==> src/rtl/rca_wb_serializer_pkg.sv <==
// Shared types and constants for the RCA writeback serializer.
//   XLEN            - width of one result register
//   NUM_WRITE_PORTS - number of RCA result ports
//   ID_WIDTH        - width of the RCA instruction id (id_t)
//   rca_wb_state_t  - serializer FSM state encoding
package rca_wb_serializer_pkg;

    localparam int XLEN            = 32;
    localparam int NUM_WRITE_PORTS = 5;
    localparam int ID_WIDTH        = 3;
    localparam int REG_ADDR_W      = 5;

    typedef logic [ID_WIDTH-1:0] id_t;

    typedef enum logic [1:0] {
        IDLE   = 2'd0,
        DRAIN  = 2'd1,
        COMMIT = 2'd2
    } rca_wb_state_t;

endpackage

==> src/rtl/rca_wb_serializer_prio_enc.sv <==
// Lowest-set-bit priority encoder.
//   i_req   - request vector
//   o_found - at least one request bit is set
//   o_idx   - index of the lowest set bit (0 when nothing is set)
module rca_wb_prio_enc #(
    parameter int N    = 5,
    parameter int IDX_W = (N > 1) ? $clog2(N) : 1
) (
    input  logic [N-1:0]     i_req,
    output logic             o_found,
    output logic [IDX_W-1:0] o_idx
);

    // Scan from the top down so the lowest set bit is the last one written.
    always_comb begin
        o_found = 1'b0;
        o_idx   = '0;
        for (int i = N - 1; i >= 0; i--) begin
            if (i_req[i]) begin
                o_found = 1'b1;
                o_idx   = IDX_W'(i);
            end
        end
    end

endmodule

==> src/rtl/rca_wb_serializer.sv <==
// Captures one multi-port RCA result and drains it into the register file
// through a single write port, then pulses commit with the instruction id.
//   clk, rst      - clock, synchronous active-high reset
//   rca_*         - RCA writeback interface (rca_ready back-pressures it)
//   rf_*          - register file write port (rf_gnt accepts a write)
//   commit_*      - one-cycle completion pulse carrying the instruction id
//
// state  | meaning
// IDLE   | ready for a new result
// DRAIN  | issuing pending register writes, lowest port first
// COMMIT | commit pulse for the drained result
module rca_wb_serializer
    import rca_wb_serializer_pkg::*;
#(
    parameter int XLEN            = rca_wb_serializer_pkg::XLEN,
    parameter int NUM_WRITE_PORTS = rca_wb_serializer_pkg::NUM_WRITE_PORTS,
    parameter int ID_WIDTH        = $bits(id_t)
) (
    input  logic                            clk,
    input  logic                            rst,
    input  logic                            rca_done,
    output logic                            rca_ready,
    input  logic [ID_WIDTH-1:0]             rca_id,
    input  logic [NUM_WRITE_PORTS*XLEN-1:0] rca_rd,
    input  logic [NUM_WRITE_PORTS*5-1:0]    rca_rd_addr,
    input  logic [NUM_WRITE_PORTS-1:0]      rca_rd_valid,
    output logic                            rf_we,
    output logic [4:0]                      rf_waddr,
    output logic [XLEN-1:0]                 rf_wdata,
    input  logic                            rf_gnt,
    output logic                            commit_valid,
    output logic [ID_WIDTH-1:0]             commit_id
);

    localparam int IDX_W = (NUM_WRITE_PORTS > 1) ? $clog2(NUM_WRITE_PORTS) : 1;

    rca_wb_state_t                   r_state;
    logic [NUM_WRITE_PORTS*XLEN-1:0] r_rd;
    logic [NUM_WRITE_PORTS*5-1:0]    r_addr;
    logic [ID_WIDTH-1:0]             r_id;
    logic [NUM_WRITE_PORTS-1:0]      r_pending;
    logic                            r_rca_ready;
    logic                            r_commit_valid;
    logic [ID_WIDTH-1:0]             r_commit_id;

    logic                            w_accept;
    logic [NUM_WRITE_PORTS-1:0]      w_new_pending;
    logic [NUM_WRITE_PORTS-1:0]      w_sel_onehot;
    logic [NUM_WRITE_PORTS-1:0]      w_pending_next;
    logic                            w_found;
    logic [IDX_W-1:0]                w_idx;

    rca_wb_prio_enc #(
        .N     (NUM_WRITE_PORTS),
        .IDX_W (IDX_W)
    ) u_prio_enc (
        .i_req   (r_pending),
        .o_found (w_found),
        .o_idx   (w_idx)
    );

    assign w_accept = rca_done && r_rca_ready;

    // Writes to x0 never enter the pending mask.
    always_comb begin
        w_new_pending = '0;
        for (int i = 0; i < NUM_WRITE_PORTS; i++) begin
            w_new_pending[i] = rca_rd_valid[i] && (rca_rd_addr[i*5 +: 5] != 5'd0);
        end
    end

    assign w_sel_onehot   = NUM_WRITE_PORTS'(1) << w_idx;
    assign w_pending_next = r_pending & ~w_sel_onehot;

    assign rf_we    = (r_state == DRAIN) && w_found;
    assign rf_waddr = rf_we ? r_addr[int'(w_idx)*5 +: 5] : 5'd0;
    assign rf_wdata = rf_we ? r_rd[int'(w_idx)*XLEN +: XLEN] : '0;

    assign rca_ready    = r_rca_ready;
    assign commit_valid = r_commit_valid;
    assign commit_id    = r_commit_id;

    always_ff @(posedge clk) begin
        if (rst) begin
            r_state        <= IDLE;
            r_rd           <= '0;
            r_addr         <= '0;
            r_id           <= '0;
            r_pending      <= '0;
            r_rca_ready    <= 1'b1;
            r_commit_valid <= 1'b0;
            r_commit_id    <= '0;
        end else begin
            case (r_state)
                IDLE: begin
                    if (w_accept) begin
                        r_rd        <= rca_rd;
                        r_addr      <= rca_rd_addr;
                        r_id        <= rca_id;
                        r_pending   <= w_new_pending;
                        r_rca_ready <= 1'b0;
                        if (w_new_pending != '0) begin
                            r_state <= DRAIN;
                        end else begin
                            // Nothing to write: commit straight away.
                            r_state        <= COMMIT;
                            r_commit_valid <= 1'b1;
                            r_commit_id    <= rca_id;
                        end
                    end
                end
                DRAIN: begin
                    if (rf_gnt) begin
                        r_pending <= w_pending_next;
                        if (w_pending_next == '0) begin
                            r_state        <= COMMIT;
                            r_commit_valid <= 1'b1;
                            r_commit_id    <= r_id;
                        end
                    end
                end
                COMMIT: begin
                    r_state        <= IDLE;
                    r_commit_valid <= 1'b0;
                    r_rca_ready    <= 1'b1;
                end
                default: begin
                    r_state        <= IDLE;
                    r_pending      <= '0;
                    r_commit_valid <= 1'b0;
                    r_rca_ready    <= 1'b1;
                end
            endcase
        end
    end

endmodule

==> config.mk <==
export PLATFORM = sky130hd
export DESIGN_NAME = rca_wb_serializer
export DESIGN_NICKNAME = d
export VERILOG_FILES = /design/src/rtl/rca_wb_serializer_pkg.sv /design/src/rtl/rca_wb_serializer_prio_enc.sv /design/src/rtl/rca_wb_serializer.sv
export SDC_FILE = /design/constraint.sdc
export NUM_CORES = 1
export LEC_CHECK = 0
export ABC_AREA = 1
export BUFFER_PORTS_ARGS = -buffer_cell sky130_fd_sc_hd__buf_2
export CORE_ASPECT_RATIO = 1.1
export CORE_MARGIN = 2
export CORE_UTILIZATION = 47
export DETAILED_ROUTE_END_ITERATION = 12
export PLACE_DENSITY = 0.86
export REMOVE_ABC_BUFFERS = 1
export SKIP_LAST_GASP = 1
export SLEW_MARGIN = 20
export SYNTH_ARGS = -nofsm -noshare
export SYNTH_HDL_FRONTEND = slang
export SYNTH_SLANG_ARGS = --single-unit
==> constraint.sdc <==
create_clock -name clk -period 1.6 [get_ports clk]
set_clock_uncertainty 0.1 [all_clocks]
set_input_delay 0.32 -clock clk [delete_from_list [all_inputs] [get_ports clk]]
set_output_delay 0.32 -clock clk [all_outputs]
set_load 0.02 [all_outputs]
==> impl_metrics.json, run 1 <==
{
  "synth_compound_area_frac": 0.187,
  "synth_top_area_frac": 0.461,
  "min_delay_worst_endpoint": "r_rd[156]",
  "first_global_vias": 9779,
  "wl_um": 40300,
  "cts_tree": "done",
  "gr-usage-met1": 0.400,
  "total_power_mw": 19.7,
  "initial_core_util": 0.475,
  "synth-simple-area-share": 0.289,
  "ctsRootBufferMaster": "clkbuf_16",
  "grt_pass1_wl_um": 50000,
  "dp_cells": 1687,
  "drcViolationCount": 0,
  "worstSetupStartpointType": "flip-flop",
  "p_leak_nw": 6.19,
  "hold_start": "rca_rd[156]",
  "setup_slack_ps": -885,
  "firstDrtPassIters": 6,
  "synth_ff_type": "dfxtp_1",
  "finalMaxSlewViolations": 0,
  "worstPathRequired_ps": 1180,
  "irDropWorstVdd_v": 0.00103,
  "syn_avg_cell_area_sq_um": 7.08,
  "top_usage_layer": "met2",
  "crit_path_max_fanout": 8,
  "synth-xor-area-share": 0,
  "cap_violations": 0,
  "htree_levels": 4,
  "antenna_found_initial": 4,
  "violations": "negative hold slack, negative setup slack",
  "syn_inst": 1227,
  "final_cell_area_sq_um": 14300,
  "fin_nets": 1759,
  "dieWidth_um": 134,
  "hp-class": "primary input to flip-flop",
  "final_hold_viol_count": 4,
  "synth-seq-cells": 200,
  "rr_startpoint": "r_state[1]",
  "grt.met2_usage": 0.516,
  "cp-end-kind": "output pin",
  "place_ws_ps": -394,
  "synth_adder_area_share": 0,
  "area_growth_pct": 65.1,
  "slowest_stage": "dfxtp_4",
  "finalSetupViolations": 238,
  "muxShareOfSynthArea": 0,
  "antenna_left": 0,
  "layoutNonFillerInstCount": 1820,
  "min_period_over_period": 1.55,
  "rows": 52,
  "rsz0062_at_grt": "true",
  "synth_top_family_by_area": "simple AND/OR/NAND/NOR gates",
  "gp_congestion": 0.877,
  "fmax_mhz": 402,
  "via_per_inst": 6.13,
  "grt_overflow": 0,
  "final_common_cell": "nor2_1",
  "fin_util": 0.784,
  "via_count": 11200,
  "gr-usage-all-layers": 0.323,
  "die-height_um": 147,
  "async_flop_share": 0,
  "dpl_cell_area_sq_um": 10600,
  "met3_usage": 0.0656,
  "drtIter0Drc": 1312,
  "grt_max_degree": 89,
  "port_buffers": 239,
  "cpPeakStageDelay_ps": 370,
  "clock_latency_ps": 430,
  "cp_cell_sequence": "inv_4 > nand2_4 > nand2_4 > nand2_8 > clkinv_8 > clkbuf_16 > nand2_1 > nand3_1 > o2111ai_1 > a21oi_1 > buf_4",
  "critical_path_class": "flip-flop to output pin",
  "clock-sinks": 200,
  "syn-cell-area_sq_um": 8680,
  "hold_slack_ps": -16.1,
  "final_cell_mix": "nor2_1, buf_2, dfxtp_1",
  "setup_tns_ps": -92510,
  "hold_depth": 3,
  "cts_buffers": 17,
  "ys_seq_area_frac": 0.461,
  "fin_crit_ps": 2490,
  "cp_common_cell": "nand2_4",
  "ioPinCount": 240,
  "ys.warnings.count": 0,
  "status": "complete, but fails checks",
  "crit_arrival_ps": 2070,
  "r2r_end": "r_rd[129]",
  "design.die.area_sq_um": 19600,
  "final_layout_size_suffix_gt1_frac": 0.451,
  "synth_edf_count": 0,
  "ff2ff_path_depth": 12,
  "p_per_area_nw_per_um2": 1370,
  "yosysUniqueCellTypes": 29,
  "crit_start": "r_pending[2]",
  "clk_pin_slew_ps": 80,
  "dp_hpwl_um": 18000,
  "worstMarginPinSlew_ps": 453,
  "post_drt_wl_per_cell_um": 22.1,
  "synth_top_cell_by_area": "dfxtp_1",
  "ff2ff_setup_slack_ps": -540,
  "slew_headroom": 0.698,
  "coreArea_sq_um": 18300,
  "clockBufferDepth": 2,
  "synth.area.top_cells": "dfxtp_1, nor2_1, nand2_1"
}
-- sequential cells by signal, summed over array words and instances, names as in the netlist --
| name | count |
|---|---|
| r_addr | 25 |
| commit_id | 3 |
| r_pending | 5 |
| commit_valid | 1 |
| r_id | 3 |
| r_rd | 160 |
| r_state | 2 |
| rca_ready | 1 |
-- where the power goes --
| part | internal, mW | switching [mW] | leakage, nW | total [mW] |
|---|---|---|---|---|
| Clock | 2.03 | 2.02 | 0.261 | 4.05 |
| Sequential | 5.79 | 0.569 | 1.66 | 6.36 |
| Combinational | 4.34 | 4.94 | 4.27 | 9.27 |
-- Yosys cell counts (all sizes together), types with 26 or more instances --
cell type	instances
or2	37
clkbuf	36
buf	54
nor2	388
dfxtp	200
nand2	139
a21oi	53
o2111ai	37
o21ai	199
nand3	52
inv	26
-- area by class of cell --
class                   count  area (sq um)
clock buffers              20           447
repair buffers            402          4000
inverters                  27           158
clock inverters            11          72.6
diodes                      3          7.51
fillers                  1040          3940
flip-flops and latches    200          4020
repair inverters            4          72.6
well taps                 243           304
multi-input cells         910          5260
-- cells by family after synthesis --
family,count (synthesis)
simple gates,618
compound gates,292
flops,200
buf+inv,117
-- worst max-delay path: cells and delay by family, from the launching register on --
| family | cells | cell delay (ps) |
|---|---|---|
| and+or+nand+nor | 5 | 360 |
| buffers and inverters | 4 | 490 |
| DFF | 1 | 370 |
| AOI/OAI and AO/OA | 2 | 390 |
-- how the worst max path moves through the flow --
stage / to / slack (ps) / depth (start not counted)
after floorplan: r_id[0] / -3440 / 6
after global placement: rf_wdata[13] / -400 / 10
after detailed placement: rf_wdata[13] / -390 / 10
after CTS: rf_wdata[0] / -740 / 11
after global routing: rf_wdata[11] / -1030 / 11
final: rf_wdata[21] / -890 / 11
-- layer usage --
metal  vias to the layer above  routed length [um]
met4                         4                2990
li1                       4730                   -
met1                      5174               14300
met5                         -                  27
met2                       964               18500
met3                       288                4500
-- what timing repair did --
| item | CTS | global route |
|---|---|---|
| gates resized for setup | 157 | 353 |
| pin swaps | 36 | 83 |
| setup endpoints to repair | 225 | 238 |
| setup buffers | 34 | 34 |
| hold endpoints to repair | 5 | 0 |
| hold buffers | 5 | 0 |
| gates cloned | 30 | 14 |
Power figures use the tool's default switching activity.
==> run 2: changes to the inputs <==
- PLACE_DENSITY: 0.86 -> 0.78
==> impl_metrics.json, run 2 (same netlist as run 1, synthesis figures left out) <==
{
  "status": "complete, but fails checks",
  "violations": "negative setup slack",
  "crit_buf_inv": 3,
  "top_register": "r_rd",
  "dpl_cell_area_sq_um": 10500,
  "crit_path_max_fanout": 8,
  "worstSetupStartpointType": "flip-flop",
  "largest_reg_flops": 160,
  "rows": 52,
  "path_delay_family": "simple AND/OR/NAND/NOR gates",
  "fin_crit_ps": 2460,
  "cts_tree": "done",
  "cp_cell_sequence": "nand2_2 > nand2_4 > nand2_8 > clkinv_8 > clkbuf_16 > nand2_1 > nand3_2 > o2111ai_2 > a21oi_1 > buf_4",
  "slowest_stage": "dfxtp_2",
  "clock_latency_ps": 430,
  "port_buffers": 239,
  "clock-sinks": 200,
  "slew_headroom": 0.610,
  "firstDrtPassIters": 6,
  "worstMarginPinSlew_ps": 582,
  "p_per_area_nw_per_um2": 1400,
  "antenna_left": 0,
  "critical_path_class": "flip-flop to output pin",
  "gp_congestion": 0.857,
  "min_period_over_period": 1.54,
  "final_hold_viol_count": 0,
  "coreArea_sq_um": 18300,
  "crit_arrival_ps": 2040,
  "rsz0062_at_grt": "true",
  "ctsRootBufferMaster": "clkbuf_16",
  "irDropWorstVdd_v": 0.000934,
  "grt_pass1_wl_um": 42000,
  "clk_pin_slew_ps": 80,
  "place_ws_ps": -376,
  "dp_hpwl_um": 17500,
  "first_global_vias": 8701,
  "htree_levels": 4,
  "final_common_cell": "nor2_1",
  "finalMaxSlewViolations": 0,
  "dp_cells": 1679,
  "final_layout_size_suffix_gt1_frac": 0.447,
  "grt_max_degree": 64,
  "fmax_mhz": 406,
  "worstPathRequired_ps": 1180,
  "setup_slack_ps": -861,
  "cpPeakStageDelay_ps": 400,
  "hp-class": "primary input to flip-flop",
  "initial_core_util": 0.475,
  "post_drt_wl_per_cell_um": 20.1,
  "ioPinCount": 240,
  "cts_buffers": 17,
  "via_per_inst": 5.85,
  "wl_um": 36100,
  "dieWidth_um": 134,
  "drcViolationCount": 0,
  "antenna_found_initial": 3,
  "area_growth_pct": 62.7,
  "fin_nets": 1731,
  "cp-end-kind": "output pin",
  "fin_util": 0.773,
  "grt_overflow": 0,
  "final_cell_mix": "nor2_1, buf_2, dfxtp_1",
  "cap_violations": 0,
  "total_power_mw": 19.8,
  "design.die.area_sq_um": 19600,
  "clockBufferDepth": 2,
  "p_leak_nw": 6.13,
  "drtIter0Drc": 1005,
  "layoutNonFillerInstCount": 1794,
  "final_cell_area_sq_um": 14100,
  "gr-usage-all-layers": 0.264,
  "die-height_um": 147,
  "finalSetupViolations": 235,
  "reg_top3": "r_rd (160), r_addr (25), r_pending (5)",
  "via_count": 10500
}
-- run 2: cell count changes in the layout (fill, tap and decap cells not counted), moves of 10 or more --
cell	previous run	this run
buf_12	48	31
nor2_4	63	78
buf_16	20	5
buf_8	18	8
nor2_2	53	35
clkbuf_16	30	48
nand3_1	44	30
nand3_2	6	18
-- run 2: layer usage --
layer,global-route usage,vias up,wire length (um)
met5,0,-,0
met4,0.116,0,2240
met3,0.0448,200,3080
met2,0.435,738,17100
met1,0.341,4878,13700
li1,-,4671,-
-- run 2: report_power, final --
| group | internal (mW) | switching (mW) | total, mW |
|---|---|---|---|
| registers | 5.79 | 0.543 | 6.33 |
| clock network | 2.67 | 2.08 | 4.76 |
| logic | 3.95 | 4.76 | 8.71 |
-- run 2: area by class of cell --
type | instances | area, sq um
multi-input cells | 910 | 5460
repair buffers | 372 | 3460
inverters | 27 | 145
flip-flops and latches | 200 | 4020
repair inverters | 6 | 95.1
clock buffers | 18 | 429
well taps | 243 | 304
diodes | 4 | 10.0
fillers | 1145 | 4160
clock inverters | 14 | 209
-- run 2: timing repair --
action                                 CTS  global route
pin swaps                                6            88
setup buffers                            4            21
gates cloned                             2            49
gates resized for setup                 70           414
setup endpoints to repair               67           220
hold buffers                             3             2
endpoints found under the hold margin    3             2
-- run 2: path summary, 6_finish.rpt --
check,from,slack [ps],to,cells after the start
worst min register to register,r_id[0],360,r_id[0],2
worst min-delay path,rca_rd[71],1,r_rd[71],3
worst max-delay path,r_pending[3],-860,rf_waddr[2],10
worst max register to register,r_pending[1],-480,commit_valid,12
-- run 2: worst min-delay path: stages --
cell    delay, ps
buf_2          80
nor2_1         30
nor2_1         70
-- run 2: metrics by stage --
stage	hold WS, ps	setup TNS [ps]
after floorplan	289	-658770
after global placement	333	-11030
after detailed placement	342	-12740
after CTS	0.0595	-29990
after global routing	2.69	-78760
final	1.02	-67430
